==> src/rtl/stack_seq_ctrl.sv <==
// Stack command sequencer: accepts one operation per handshake, drives the
// single-port synchronous stack RAM and keeps the top-of-stack cached in tos.
module stack_seq_ctrl #(
  parameter int DEPTH = 16,
  parameter int WIDTH = 8,
  parameter int PTR_W = $clog2(DEPTH)
) (
  input  logic             clk,
  input  logic             rst_n,
  input  logic             ena,
  input  logic             cmd_valid,
  input  logic [2:0]       cmd_op,
  input  logic [WIDTH-1:0] cmd_data,
  output logic             cmd_ready,
  output logic             mem_we,
  output logic             mem_re,
  output logic [PTR_W-1:0] mem_addr,
  output logic [WIDTH-1:0] mem_wdata,
  input  logic [WIDTH-1:0] mem_rdata,
  output logic [WIDTH-1:0] out_data,
  output logic             out_valid,
  output logic [PTR_W:0]   count,
  output logic             full,
  output logic             empty,
  output logic             error
);

  localparam int CNT_W = PTR_W + 1;
  localparam logic [CNT_W-1:0] CNT_ONE  = CNT_W'(1);
  localparam logic [CNT_W-1:0] CNT_TWO  = CNT_W'(2);
  localparam logic [CNT_W-1:0] CNT_FULL = CNT_W'(DEPTH);

  typedef enum logic [1:0] {
    IDLE,
    RD_WAIT,
    WR_B
  } state_e;

  typedef enum logic [2:0] {
    OP_NOP   = 3'b000,
    OP_PUSH  = 3'b001,
    OP_POP   = 3'b010,
    OP_PEEK  = 3'b011,
    OP_DUP   = 3'b100,
    OP_SWAP  = 3'b101,
    OP_ADD   = 3'b110,
    OP_CLEAR = 3'b111
  } op_e;

  state_e             state_q, state_n;
  op_e                op_q, op_n;
  op_e                cmd_op_e;
  logic [CNT_W-1:0]   count_q, count_n;
  logic [WIDTH-1:0]   tos_q, tos_n;
  logic [WIDTH-1:0]   out_data_q, out_data_n;
  logic               out_valid_q, out_valid_n;
  logic               error_q, error_n;
  logic [PTR_W-1:0]   addr_q, addr_c;
  logic [WIDTH-1:0]   wdata_q, wdata_c;
  logic               we_c, re_c;
  logic               accept;
  logic               is_full, is_empty;
  logic [PTR_W-1:0]   addr_top, addr_below;
  logic [WIDTH-1:0]   sum;

  assign cmd_op_e   = op_e'(cmd_op);
  assign cmd_ready  = ena & (state_q == IDLE);
  // Strobes are issued in the accept cycle so read data lands in RD_WAIT;
  // rst_n gating keeps them quiet while reset is held.
  assign accept     = rst_n & cmd_valid & cmd_ready;
  assign is_full    = (count_q == CNT_FULL);
  assign is_empty   = (count_q == '0);
  assign addr_top   = PTR_W'(count_q - CNT_ONE);
  assign addr_below = PTR_W'(count_q - CNT_TWO);
  assign sum        = mem_rdata + tos_q;

  always_comb begin
    state_n     = state_q;
    op_n        = op_q;
    count_n     = count_q;
    tos_n       = tos_q;
    out_data_n  = out_data_q;
    out_valid_n = 1'b0;
    error_n     = 1'b0;
    we_c        = 1'b0;
    re_c        = 1'b0;
    addr_c      = addr_q;
    wdata_c     = wdata_q;

    case (state_q)
      IDLE: begin
        if (accept) begin
          op_n = cmd_op_e;
          case (cmd_op_e)
            OP_NOP: ;
            OP_PUSH: begin
              if (is_full) begin
                error_n = 1'b1;
              end else begin
                we_c    = 1'b1;
                addr_c  = count_q[PTR_W-1:0];
                wdata_c = cmd_data;
                tos_n   = cmd_data;
                count_n = count_q + CNT_ONE;
              end
            end
            OP_POP: begin
              if (is_empty) begin
                error_n = 1'b1;
              end else begin
                out_data_n  = tos_q;
                out_valid_n = 1'b1;
                count_n     = count_q - CNT_ONE;
                if (count_q > CNT_ONE) begin
                  re_c    = 1'b1;
                  addr_c  = addr_below;
                  state_n = RD_WAIT;
                end else begin
                  tos_n = '0;
                end
              end
            end
            OP_PEEK: begin
              if (is_empty) begin
                error_n = 1'b1;
              end else begin
                out_data_n  = tos_q;
                out_valid_n = 1'b1;
              end
            end
            OP_DUP: begin
              if (is_empty || is_full) begin
                error_n = 1'b1;
              end else begin
                we_c    = 1'b1;
                addr_c  = count_q[PTR_W-1:0];
                wdata_c = tos_q;
                count_n = count_q + CNT_ONE;
              end
            end
            OP_SWAP, OP_ADD: begin
              if (count_q < CNT_TWO) begin
                error_n = 1'b1;
              end else begin
                re_c    = 1'b1;
                addr_c  = addr_below;
                state_n = RD_WAIT;
              end
            end
            OP_CLEAR: begin
              count_n = '0;
              tos_n   = '0;
            end
            default: ;
          endcase
        end
      end

      RD_WAIT: begin
        case (op_q)
          OP_POP: begin
            tos_n   = mem_rdata;
            state_n = IDLE;
          end
          OP_SWAP: begin
            we_c    = 1'b1;
            addr_c  = addr_below;
            wdata_c = tos_q;
            tos_n   = mem_rdata;
            state_n = WR_B;
          end
          OP_ADD: begin
            we_c    = 1'b1;
            addr_c  = addr_below;
            wdata_c = sum;
            tos_n   = sum;
            count_n = count_q - CNT_ONE;
            state_n = IDLE;
          end
          default: state_n = IDLE;
        endcase
      end

      WR_B: begin
        we_c    = 1'b1;
        addr_c  = addr_top;
        wdata_c = tos_q;
        state_n = IDLE;
      end

      default: state_n = IDLE;
    endcase
  end

  always_ff @(posedge clk or negedge rst_n) begin
    if (!rst_n) begin
      state_q     <= IDLE;
      op_q        <= OP_NOP;
      count_q     <= '0;
      tos_q       <= '0;
      out_data_q  <= '0;
      out_valid_q <= 1'b0;
      error_q     <= 1'b0;
      addr_q      <= '0;
      wdata_q     <= '0;
    end else begin
      state_q     <= state_n;
      op_q        <= op_n;
      count_q     <= count_n;
      tos_q       <= tos_n;
      out_data_q  <= out_data_n;
      out_valid_q <= out_valid_n;
      error_q     <= error_n;
      addr_q      <= addr_c;
      wdata_q     <= wdata_c;
    end
  end

  assign mem_we    = we_c;
  assign mem_re    = re_c;
  assign mem_addr  = addr_c;
  assign mem_wdata = wdata_c;
  assign out_data  = out_data_q;
  assign out_valid = out_valid_q;
  assign error     = error_q;
  assign count     = count_q;
  assign full      = is_full;
  assign empty     = is_empty;

endmodule
==> config.mk <==
export PLATFORM = sky130hd
export DESIGN_NAME = stack_seq_ctrl
export DESIGN_NICKNAME = d
export VERILOG_FILES = /design/src/rtl/stack_seq_ctrl.sv
export SDC_FILE = /design/constraint.sdc
export NUM_CORES = 1
export LEC_CHECK = 0
export ABC_AREA = 1
export CAP_MARGIN = 20
export CORE_MARGIN = 5
export CORE_UTILIZATION = 58
export CTS_BUF_LIST = sky130_fd_sc_hd__clkbuf_16
export CTS_CLUSTER_SIZE = 30
export DETAILED_ROUTE_END_ITERATION = 7
export GPL_ROUTABILITY_DRIVEN = 0
export PLACE_DENSITY = 0.95
export SLEW_MARGIN = 20
export SYNTH_ARGS = -nofsm -noshare
export SYNTH_HDL_FRONTEND = slang
export SYNTH_SLANG_ARGS = --single-unit
export TNS_END_PERCENT = 50
==> constraint.sdc <==
create_clock -name clk -period 3.1 [get_ports clk]
set_input_delay 0.465 -clock clk [delete_from_list [all_inputs] [get_ports clk]]
set_output_delay 0.465 -clock clk [all_outputs]
set_load 0.005 [all_outputs]
==> summary.md <==
| Metric | Value |
|---|---|
| Run status | complete, but fails checks |
| Violated checks | DRC, setup timing |
| Util after Layout | 80.9% |
| M1 WL | 3980 µm |
| Syn Inst Count | 477 |
| Fmax | 0.318 GHz |
| Hold Buf Count CTS | 0 |
| R2R depth | 10 |
| Ys Warns | 0 |
| Post-synthesis sequential area ratio | 31.7% |
| CP max-delay cell | clkdlybuf4s50_1 |
| Sink Count | 40 |
| ANT nets after route | 0 |
| H-tree levels | 2 |
| Dpl hpwl | 7880 µm |
| Row count | 26 |
| Core Footprint | 5200 µm² |
| Layout Cells excl Fill | 624 |
| Drt drc | 1 |
| Deepest clock path buffer count | 2 |
| Max Clock Skew | 0.00553 ns |
| Bufs and invs on worst path | 3 |
| Metal3 WL | 1470 µm |
| Synth cell types | 37 |
| Worst-Margin Slew | 0.650 ns |
| Worst r2r dst | tos_q[3]$_DFFE_PN0P_ |
| WL per Instance | 18.8 µm |
| Worst Setup Path Type | in2out |
| Largest net degree at the start of global routing | 41 |
| Setup Viol. Count Final | 2 |
| Drt total wl | 11800 µm |
| Number of DRC markers in iteration 0 | 663 |
| Post-Place Cells | 613 |
| Metal2 WL | 5270 µm |
| Worst r2r src | state_q[1]$_DFFE_PN0P_ |
| Final period utilization | 101% |
| Slew headroom | 56.5% |
| EDFF count, synth | 0 |
| Die H | 83.8 µm |
| Leak Pwr | 2.11 nW |
| Remaining Overflow, GRT | 0 |
| Via Count | 4083 |
| Top routing layer in use | met4 |
| Worst vdd ir | 0.565 mV |
| RSZ-0062 raised after global routing | true |
| Worst hold path class | in2async |
| Setup crit end kind | output pin |
| Nets | 591 |
| First-pass GRT wire length | 18100 µm |
| Initial antenna violation count | 0 |
| CTS root buf | clkbuf_16 |
| CTS Buf Count | 5 |
| Clock slew seen by the registers of the worst setup and hold paths | 0.06 ns |
| R2R Setup Slk | 1.04 ns |
| Synthesized net count | 515 |
| Gr usage total | 31.8% |
| Most used DFF post-synth | dfrtp_1 |
| Min cycle time layout | 3.14 ns |
| Worst-Skew Late Latency | 0.29 ns |
| Worst-path fanout max | 4 |
| Critical Path RT | 2.63 ns |
| P&R area growth vs syn | 33.2% |
| PD cells | 774 nW/µm² |
| Worst path top cell family by delay | buffers and inverters |
| Crit path cell chain | clkdlybuf4s50_1, buf_4, nand2_1, a21oi_2, nand2_2, nand2_1, nand2_1, nand2_1, nand2_1, nand2_1, nand2_1, nand3_1, clkdlybuf4s50_1 |
| Ant diodes | 0 |
| Worst stage delay on the critical path | 0.52 ns |
| WP data arrival | 2.68 ns |
| Initial Util | 60.7% |
| Die ar. | 7030 µm² |
| Drt pass-1 iters | 8 |
| Post-synth ARST share | 100% |
| Worst setup SP type | input port |
| Final hold viol count | 0 |
| Fraction of layout cells with a size suffix above 1 | 15.5% |
| Die span in x | 83.8 µm |
| Max Cap Viol | 0 |
| TritonCTS clock tree | built |
| Post-synthesis instance area | 3160 µm² |
| Num ports | 55 |
| Vias in the first global route | 4016 |
| Syn Area/Cell | 6.63 µm² |
| Most used cell, CP | nand2_1 |
| Final Max Tran Viols | 0 |
| Final worst slack | -0.0437 ns |
| Port buffer count | 54 |
| Number of vias per cell | 6.54 |
| Flops & latches, synth | 40 |
-- repair_timing --
item,4_1_cts,5_1_grt
gates resized for setup,14,31
setup buffers,0,3
endpoints found under the setup margin,11,11
pin swaps,1,7
-- cells by family after synthesis --
kind of cell | synth area share [%]
adder cells (fa/ha/maj) | 6.18
AO/OA/AOI/OAI | 17.2
AND/OR/NAND/NOR | 33.2
flip-flops | 31.7
buffers and inverters | 10.1
XOR/XNOR | 1.66
-- registers in the layout, summed over array words and instances (netlist names) --
register	count
out_valid	1
state_q	2
out_data	8
error	1
op_q	3
addr_q	4
count	5
wdata_q	8
tos_q	8
-- area by class of cell --
| cell class | count | area, µm² |
|---|---|---|
| Tap cell | 70 | 87.6 |
| Fill cell | 333 | 995 |
| Timing Repair Buffer | 80 | 736 |
| Multi-Input combinational cell | 358 | 1970 |
| Inverter | 68 | 255 |
| Sequential cell | 40 | 1000 |
| Clock buffer | 5 | 125 |
| Clock inverter | 3 | 37.5 |
-- layout by cell type (no fill, tap or decap), drive strengths merged --
cell type	count
nand2	151
a21o	2
nand3b	1
o21ai	47
inv	68
o221ai	3
a22oi	3
dlygate4sd2	4
a31oi	2
dfrtp	40
buf	27
dlymetal6s2s	4
nand3	43
nand4	8
clkdlybuf4s50	45
clkbuf	5
xor2	2
o211ai	3
o31ai	2
nor2	31
fa	1
ha	14
or2	1
o22ai	9
bufinv	1
a21oi	26
a41oi	1
xnor2	4
clkinv	2
nor3	4
-- cell usage after synthesis, drive strengths merged (4+ instances only) --
cell   count  area, µm²
a21oi     26        130
buf        9       53.8
dfrtp     40       1000
ha        14        175
inv       68        255
nand2    151        579
nand3     43        225
nand4      8       50.1
nor2      31        150
nor3       4       31.3
o21ai     47        235
o22ai      9       56.3
xnor2      4       35.0
-- worst max path at each step --
stage                 startpoint           end  cells past startpoint  slack [ns]
floorplan           mem_rdata[0]  mem_wdata[1]                      7        0.99
global placement    mem_rdata[0]  mem_wdata[6]                     12       -0.08
detailed placement  mem_rdata[0]  mem_wdata[6]                     12       -0.16
CTS                    cmd_op[2]   mem_addr[1]                     13       -0.05
global route        mem_rdata[0]  mem_wdata[1]                      9       -0.07
finish                 cmd_op[2]   mem_addr[2]                     13       -0.04
-- through the flow --
stage | hold WS [ns] | worst slack [ns] | TNS [ns] | cell area, µm² | total power, mW
floorplan | 0.169 | 0.986 | 0 | 3160 | 1.77
global placement | 0.466 | -0.0810 | -0.172 | 3890 | 2.38
detailed placement | 0.474 | -0.158 | -0.566 | 3890 | 2.45
CTS | 0.334 | -0.0519 | -0.0582 | 4100 | 3.10
global route | 0.361 | -0.0748 | -0.300 | 4210 | 3.41
finish | 0.311 | -0.0437 | -0.0587 | 4210 | 3.26
-- worst register-to-register path: stages, from the launching register on --
cell and delay (ns):
dfrtp_1 0.44, inv_2 0.14, nand2_4 0.09, nor3_4 0.22, buf_4 0.17, inv_2 0.06, nand2_2 0.06, nand3_2 0.15
nor2_4 0.33, o21ai_0 0.18, o21ai_0 0.12
-- power by group --
part           internal [mW]  leakage (nW)  switching [mW]
clock                  0.375        0.0789           0.228
combinational          0.763          1.53           0.969
sequential             0.718         0.507           0.207
total                   1.86          2.11            1.40
-- per-layer routing --
layer	vias to the layer above	global-route usage, %
met4	0	22.2
met2	434	51.8
met3	144	8.19
met5	-	0
li1	1722	-
met1	1783	36.0
Note: power is estimated with default switching activity, not from simulation.
